`src/rtl/uart_rx_if.sv`:
```
// Byte-side handshake and status bundle of the UART receiver.
// master = receiver (drives data/flags), slave = byte consumer.
`timescale 1ns/1ps
interface uart_rx_if;
  logic [7:0] rx_data;
  logic       rx_valid;
  logic       rx_ready;
  logic       frame_err;
  logic       overrun;

  modport master (output rx_data, output rx_valid, output frame_err, output overrun,
                  input  rx_ready);
  modport slave  (input  rx_data, input  rx_valid, input  frame_err, input  overrun,
                  output rx_ready);
endinterface

```
`src/rtl/uart_rx.sv`:
```
// 8N1 UART receiver: 2-flop input synchronizer, centre-sampling FSM and a
// valid/ready holding register with one-cycle frame_err / overrun pulses.
`timescale 1ns/1ps
module uart_rx #(
  parameter int unsigned CLKS_PER_BIT = 5208
) (
  input  logic       clk,
  input  logic       rst,
  input  logic       rxd,
  uart_rx_if.master  rx
);

  localparam logic [15:0] HALF_LAST = 16'(CLKS_PER_BIT / 2 - 1);
  localparam logic [15:0] BIT_LAST  = 16'(CLKS_PER_BIT - 1);

  typedef enum logic [2:0] {
    S_IDLE,
    S_START,
    S_DATA,
    S_STOP,
    S_BREAK
  } state_e;

  logic        rxd_meta_q;
  logic        rxs_q;
  state_e      state_q,     state_d;
  logic [15:0] cnt_q,       cnt_d;
  logic [2:0]  bit_idx_q,   bit_idx_d;
  logic [7:0]  shreg_q,     shreg_d;
  logic [7:0]  rx_data_q,   rx_data_d;
  logic        rx_valid_q,  rx_valid_d;
  logic        frame_err_q, frame_err_d;
  logic        overrun_q,   overrun_d;

  // Synchronizer idles high so reset never looks like a start bit.
  // NOTE: sequential state uses non-blocking (<=) so every flop samples pre-edge values.
  always_ff @(posedge clk) begin
    if (rst) begin
      rxd_meta_q <= 1'b1;
      rxs_q      <= 1'b1;
    end else begin
      rxd_meta_q <= rxd;
      rxs_q      <= rxd_meta_q;
    end
  end

  always_ff @(posedge clk) begin
    if (rst) begin
      state_q     <= S_IDLE;
      cnt_q       <= '0;
      bit_idx_q   <= '0;
      shreg_q     <= '0;
      rx_data_q   <= '0;
      rx_valid_q  <= 1'b0;
      frame_err_q <= 1'b0;
      overrun_q   <= 1'b0;
    end else begin
      state_q     <= state_d;
      cnt_q       <= cnt_d;
      bit_idx_q   <= bit_idx_d;
      shreg_q     <= shreg_d;
      rx_data_q   <= rx_data_d;
      rx_valid_q  <= rx_valid_d;
      frame_err_q <= frame_err_d;
      overrun_q   <= overrun_d;
    end
  end

  always_comb begin
    // NOTE: every always_comb output gets a default first, so no path can infer a latch.
    state_d     = state_q;
    cnt_d       = cnt_q;
    bit_idx_d   = bit_idx_q;
    shreg_d     = shreg_q;
    rx_data_d   = rx_data_q;
    rx_valid_d  = rx_valid_q & ~rx.rx_ready;
    frame_err_d = 1'b0;
    overrun_d   = 1'b0;

    unique case (state_q)
      S_IDLE: begin
        cnt_d = '0;
        if (!rxs_q) state_d = S_START;
      end
      S_START: begin
        if (cnt_q == HALF_LAST) begin
          cnt_d     = '0;
          bit_idx_d = '0;
          state_d   = rxs_q ? S_IDLE : S_DATA;
        end else begin
          cnt_d = cnt_q + 16'd1;
        end
      end
      S_DATA: begin
        if (cnt_q == BIT_LAST) begin
          cnt_d   = '0;
          shreg_d = {rxs_q, shreg_q[7:1]};
          if (bit_idx_q == 3'd7) state_d   = S_STOP;
          else                   bit_idx_d = bit_idx_q + 3'd1;
        end else begin
          cnt_d = cnt_q + 16'd1;
        end
      end
      S_STOP: begin
        if (cnt_q == BIT_LAST) begin
          cnt_d = '0;
          if (rxs_q) begin
            // A byte loads only into an empty register or one being read this cycle.
            if (!rx_valid_q || rx.rx_ready) begin
              rx_data_d  = shreg_q;
              rx_valid_d = 1'b1;
            end else begin
              overrun_d  = 1'b1;
            end
            state_d = S_IDLE;
          end else begin
            frame_err_d = 1'b1;
            state_d     = S_BREAK;
          end
        end else begin
          cnt_d = cnt_q + 16'd1;
        end
      end
      S_BREAK: begin
        cnt_d = '0;
        if (rxs_q) state_d = S_IDLE;
      end
      default: state_d = S_IDLE;
    endcase
  end

  assign rx.rx_data   = rx_data_q;
  assign rx.rx_valid  = rx_valid_q;
  assign rx.frame_err = frame_err_q;
  assign rx.overrun   = overrun_q;

endmodule

```
`src/flat_wrapper.sv`:
```
// flat-port wrapper written by rule: the top's interface ports become plain ports
module uart_rx_flat 
#(
  parameter int unsigned CLKS_PER_BIT = 5208
)
  (clk, rst, rxd, rx_rx_data, rx_rx_valid, rx_frame_err, rx_overrun, rx_rx_ready);
  uart_rx_if rx_i ();
  input  logic clk;
  input  logic rst;
  input  logic rxd;
  output wire logic [$bits(rx_i.rx_data)-1:0] rx_rx_data;
  output wire logic [$bits(rx_i.rx_valid)-1:0] rx_rx_valid;
  output wire logic [$bits(rx_i.frame_err)-1:0] rx_frame_err;
  output wire logic [$bits(rx_i.overrun)-1:0] rx_overrun;
  input wire logic [$bits(rx_i.rx_ready)-1:0] rx_rx_ready;
  assign rx_rx_data = rx_i.rx_data;
  assign rx_rx_valid = rx_i.rx_valid;
  assign rx_frame_err = rx_i.frame_err;
  assign rx_overrun = rx_i.overrun;
  assign rx_i.rx_ready = rx_rx_ready;
  uart_rx #(.CLKS_PER_BIT(CLKS_PER_BIT)) u_core (.clk(clk), .rst(rst), .rxd(rxd), .rx(rx_i));
endmodule
```
`config.mk`:
```
export PLATFORM = sky130hd
export DESIGN_NAME = uart_rx_flat
export DESIGN_NICKNAME = d
export VERILOG_FILES = /design/src/rtl/uart_rx_if.sv /design/src/rtl/uart_rx.sv /design/src/flat_wrapper.sv
export SDC_FILE = /design/constraint.sdc
export NUM_CORES = 1
export LEC_CHECK = 0
export ABC_AREA = 0
export CAP_MARGIN = 25
export CELL_PAD_IN_SITES_DETAIL_PLACEMENT = 1
export CELL_PAD_IN_SITES_GLOBAL_PLACEMENT = 1
export CORE_MARGIN = 3
export CORE_UTILIZATION = 40
export CTS_CLUSTER_SIZE = 10
export DETAILED_ROUTE_END_ITERATION = 12
export PLACE_DENSITY_LB_ADDON = 0.1
export SLEW_MARGIN = 20
export SYNTH_ARGS = -nofsm -noshare
export SYNTH_HDL_FRONTEND = slang
export SYNTH_SLANG_ARGS = --single-unit
```
`constraint.sdc`:
```
create_clock -name clk -period 2.1 [get_ports clk]
set_input_delay 0.63 -clock clk [delete_from_list [all_inputs] [get_ports clk]]
set_output_delay 0.63 -clock clk [all_outputs]
set_load 0.05 [all_outputs]
```
[After elaboration in Yosys (flattened, before gate mapping)]
Index checks and enable logic that the tools add are counted.
Cells by class
  add/subtract/negate cells: 2
  equal/unequal tests: 14
  multiplexer cells: 22
  bitwise gates (word level): 5
  reductions and logical operators: 13
Operators by type and width (count)
  case mux 16 bit (3 select lines): 1
  2-to-1 mux 16 bit: 2
  2-to-1 mux 3 bit: 10
  adder 16 x 1 -> 16 bit (second input constant): 1
  == test 16 x 12 -> 1 bit (second input constant): 1
  == test 16 x 13 -> 1 bit (second input constant): 1
  case mux 3 bit (5 select lines): 1
  inequality test 2 x 1 -> 1 bit (second input constant): 5
  AND reduction 4 bit: 2
  == test 3 x 2 -> 1 bit (second input constant): 2
  == test 3 bit (second input constant): 2
  2-to-1 mux 1 bit: 6
  case mux 3 bit (2 select lines): 1
  AND reduction 6 bit: 1
  inequality test 2 bit (second input constant): 2
  NOT 1 bit: 4
  OR reduction 2 bit: 2
  OR reduction 4 bit: 1
  adder 3 x 1 -> 3 bit (second input constant): 1
  == test 3 x 1 -> 1 bit (second input constant): 1
  logical NOT 3 bit: 1
  nonzero test 3 bit: 1
  OR reduction 3 bit: 1
  2-to-1 mux 2 bit: 1
  5 further kinds: 5
Storage, ports and cells
  flip-flop bits (word level): 43
  input port bits: 4
  output and inout port bits: 11
  word-level logic and storage cells: 66

[Longest topological paths before layout]
  depth after elaboration: 6
  gate-level depth with buffers: 7
  gate-level depth less buffers: 6

[Worst setup path before layout]
No wires, ideal clock.
  path kind: flip-flop to flip-flop
  from: reg u_core.cnt_q[0]
  to: reg u_core.rx_data_q[6] (netlist: u_core.rx.rx_data[6])
  arrival: 1.955 ns
  data required time: 1.972 ns
  slack: 0.018 ns
  stages on the path, launching flop included: 8
  path buffers: 1
  period minus slack after synthesis: 2.082 ns
  cells stage by stage: dfxtp_1 -> ha_1 -> or4bb_1 -> nor4_4 -> and3_2 -> buf_6 -> mux2i_1 -> nor2_1
Between the ends
  longest elaborated chain between the ends: 2
Ends and longest elaborated chain
  from (decl): line uart_rx.sv:27  | logic [15:0] cnt_q, cnt_d;
  from (signal assigned): line uart_rx.sv:59  | cnt_q <= cnt_d;
  == test 16 x 13 -> 1 bit: line uart_rx.sv:105  | if (cnt_q == BIT_LAST) begin
  AND reduction 4 bit (no line)
  to (signal assigned): line uart_rx.sv:62  | rx_data_q <= rx_data_d;
  to (decl): line uart_rx.sv:30  | logic [7:0] rx_data_q, rx_data_d;
No other way between the ends.
A chain may end at the register's enable or synchronous reset.

[Worst setup path after layout]
  from: reg u_core.cnt_q[10]
  to: reg u_core.rx_data_q[0] (netlist: u_core.rx.rx_data[0])
The elaborated chain is that of the path after synthesis.

==> metrics <==
failing checks=setup timing; first-pass GRT wire length=9715 um; unrepaired setup endpoints after global routing=yes; worst-path maximum fanout=8; post-route DRC violation count=0; internal power=approximately 1.1 mW; Worst Path Arrival=between 2000 and 2500 ps; Row Count=25; EDFF count, synth=0; Starting Density=42.40%; Hold Vio Cnt, Final=0; CTS tree=done; Antenna Cells=0; Synth Area per Inst=8.977 um^2; Design Power=around 1.4 mW; Syn Inst Count=229; Critical R2R Launch=u_core.cnt_q[10]; wire length per cell=around 18 um; layout filler cell count=roughly 570; initial antenna violation count=0; Worst IR Drop VDD=0.2263 mV; post-route clock skew=6.594 ps; number of I/O pins=15; pre-CTS setup slack=-135.4 ps; Worst-Skew Late Latency=around 300 ps; cts hold-fix bufs=0; sequential share of power=57.9%; Clock transition at path regs=90 ps; Slew HR=55.77%; max_cap viols=0; vias=1961; CP Class=reg -> reg; outcome=complete, but fails checks; CTS Buf Count=5; root buffer cell=clkbuf_8; fraction of layout cells with a size suffix above 1=between 30 and 40%; NetSw=0.3386 mW; Startpoint Class=flip-flop; min cycle time layout=about 2100 ps; Yosys warnings=0; Crit. End Element=flip-flop; drt pass-1 iters=4; Die Ht=77.69 um; post-route ant nets=0; mapped cell area=slightly above 2000 um^2; #FFs+latches synth=43; Overflow after GRT=0; clock tree buffer depth=2; Pwr Density=504.2 nW/um^2; I/O Buffers=14; period utilization=100.0%; Syn-to-layout area delta=36.46%; total core area=4848 um^2; FMAX=about 0.48 GHz; cell depth of the worst setup path=6; post-synthesis sequential area ratio=41.87%; Crit-path slowest cell=or4bb_4; Most used DFF post-synth=dfxtp_1; Via density=5.540; GPL Wtd Cong=~0.9; Worst path max stage delay=about 570 ps; fraction of registers with async set/reset=0%; Reg2Reg Setup Slack=-0.09 ps; switching part of the total=23.94%; hold path cells=1; Die W=77.69 um; CP Capture Point=u_core.rx.rx_data[0]; worst endpoint required time=around 2300 ps; vias in the first global route=2055; full die area=slightly above 6000 um^2; Setup Viol. Count Final=1; reg2reg end=u_core.rx.rx_data[0]; Largest delay share family, worst path=simple AND/OR/NAND/NOR gates; max-slew violation count=0; final worst slack=-0.08615 ps; Synth cell types=44; Gate power share=3.1%; launch point of the worst path=u_core.cnt_q[10]; Tot GR Track Use=20.19%; largest net degree at the start of global routing=21; cells on worst reg2reg path=6; clock share of power=39.0%; CP Cell Sequence=or4bb_4 > nor4_4 > buf_4 > and3_4 > mux2i_2 > nor2_1; syn nets=236; Min-Delay Path Class=reg -> reg; final wirelength=roughly 6200 um; Buffers & Inverters on Critical Path=1; actual slew at the worst max-slew pin=657.4 ps; static leakage=1.080 nW; clock tree sinks=43; NumNets Final=around 290; dpl hpwl=4149 um; H-tree depth=2; drt initial violations=just over 70
-- layout by cell type, fill, tap and decap left out, types with 3 or more instances in the layout --
| master | n |
|---|---|
| a21oi_1 | 4 |
| and3_1 | 4 |
| buf_4 | 50 |
| buf_6 | 6 |
| clkbuf_8 | 5 |
| clkdlybuf4s50_1 | 5 |
| dfxtp_1 | 36 |
| dfxtp_2 | 6 |
| mux2i_1 | 16 |
| mux2i_2 | 3 |
| nand2_1 | 17 |
| nand2b_1 | 6 |
| nand3_1 | 13 |
| nand3b_1 | 3 |
| nand4_1 | 7 |
| nor2_1 | 38 |
| nor4_1 | 4 |
| or3_1 | 3 |
| or4bb_4 | 4 |
| xor2_1 | 6 |
-- Yosys cell counts, types with 3 or more instances --
cell type	instances	share of area (%)
a21oi_1	4	0.97
and3_1	4	1.2
clkbuf_1	10	1.8
dfxtp_1	43	42
ha_1	3	1.8
mux2i_1	19	9.3
nand2_1	18	3.3
nand2b_1	6	1.8
nand3_1	14	3.4
nand3b_1	3	1.1
nand4_1	7	2.1
nor2_1	38	6.9
nor3_1	3	0.73
nor4_1	4	1.2
o21ai_0	3	0.73
or3_1	3	0.91
or4bb_1	5	2.7
xor2_1	6	2.6
-- timing repair --
item                       in CTS  in global routing
cloned                          0                  1
setup endpoints to repair      32                 35
gates resized for setup        24                 15
pin swaps                      11                 11
buffers inserted                4                  6
-- state kept, by name, summed over array words and instances, names as in the netlist --
signal,flops
u_core.rxs_q,1
u_core.state_q,3
u_core.rx.rx_data,8
u_core.cnt_q,16
u_core.rx.overrun,1
u_core.rx.rx_valid,1
u_core.rxd_meta_q,1
u_core.rx.frame_err,1
u_core.bit_idx_q,3
u_core.shreg_q,8
-- logic make-up (layout without fill, tap and decap cells) --
logic type	Yosys count	after routing	share of synthesized area [%]
mux	19	19	9.251
compound gates	24	24	8.764
simple gates	120	120	32.75
xor+xnor	6	6	2.556
flops	43	43	41.87
buf+inv	14	72	2.982
fa+ha+maj	3	3	1.826
-- metal layers --
metal,track usage (%),up-vias,routed length [um]
met5,0,-,0
met4,6.228,0,155
met3,4.872,16,211
met2,36.64,34,3320
met1,23.10,973,2543
li1,-,938,-
-- per-stage QoR --
| step | setup TNS [ps] | std cells | cell area (um^2) | utilization [%] | hold slack (ps) |
|---|---|---|---|---|---|
| 2_1_floorplan | 0 | 229 | 2056 | - | 389.5 |
| 3_3_place_gp | -24.99 | 335 | 2481 | 51.17 | 400.6 |
| 3_5_place_dp | -2308 | 335 | 2481 | 51.17 | 408.0 |
| 4_1_cts | -146.4 | 347 | 2705 | 55.79 | 428.5 |
| 5_1_grt | -838.6 | 354 | 2805 | 57.86 | 439.6 |
| 6_report | -0.08615 | 354 | 2805 | 57.86 | 427.4 |
-- power groups by stage --
stage	registers [mW]	logic (mW)	clock network [mW]
after floorplan	0.838	0.0189	0
after global placement	0.839	0.0383	0
after detailed placement	0.839	0.0403	0
after CTS	0.820	0.0429	0.570
after global routing	0.820	0.0478	0.609
final	0.819	0.0439	0.551
-- worst min path at each step --
stage                                  from      endpoint  slack, ps
after global placement    u_core.rxd_meta_q  u_core.rxs_q        400
after detailed placement  u_core.rxd_meta_q  u_core.rxs_q        410
final                     u_core.rxd_meta_q  u_core.rxs_q        430
after CTS                 u_core.rxd_meta_q  u_core.rxs_q        430
after global routing      u_core.rxd_meta_q  u_core.rxs_q        440
after floorplan           u_core.rxd_meta_q  u_core.rxs_q        390
-- area by class of cell --
type                       instances  area [um^2]  area share [%]
sequential                        43        872.1           31.09
tap                               67        83.83           2.988
clock inverter                     3        23.77          0.8475
inverter                           2        7.507          0.2676
clock buffer                       5        68.82           2.453
timing repair buffer              62        498.0           17.75
multi-input combinational        172         1251           44.60
No activity file was read; power rests on OpenSTA's default activity.
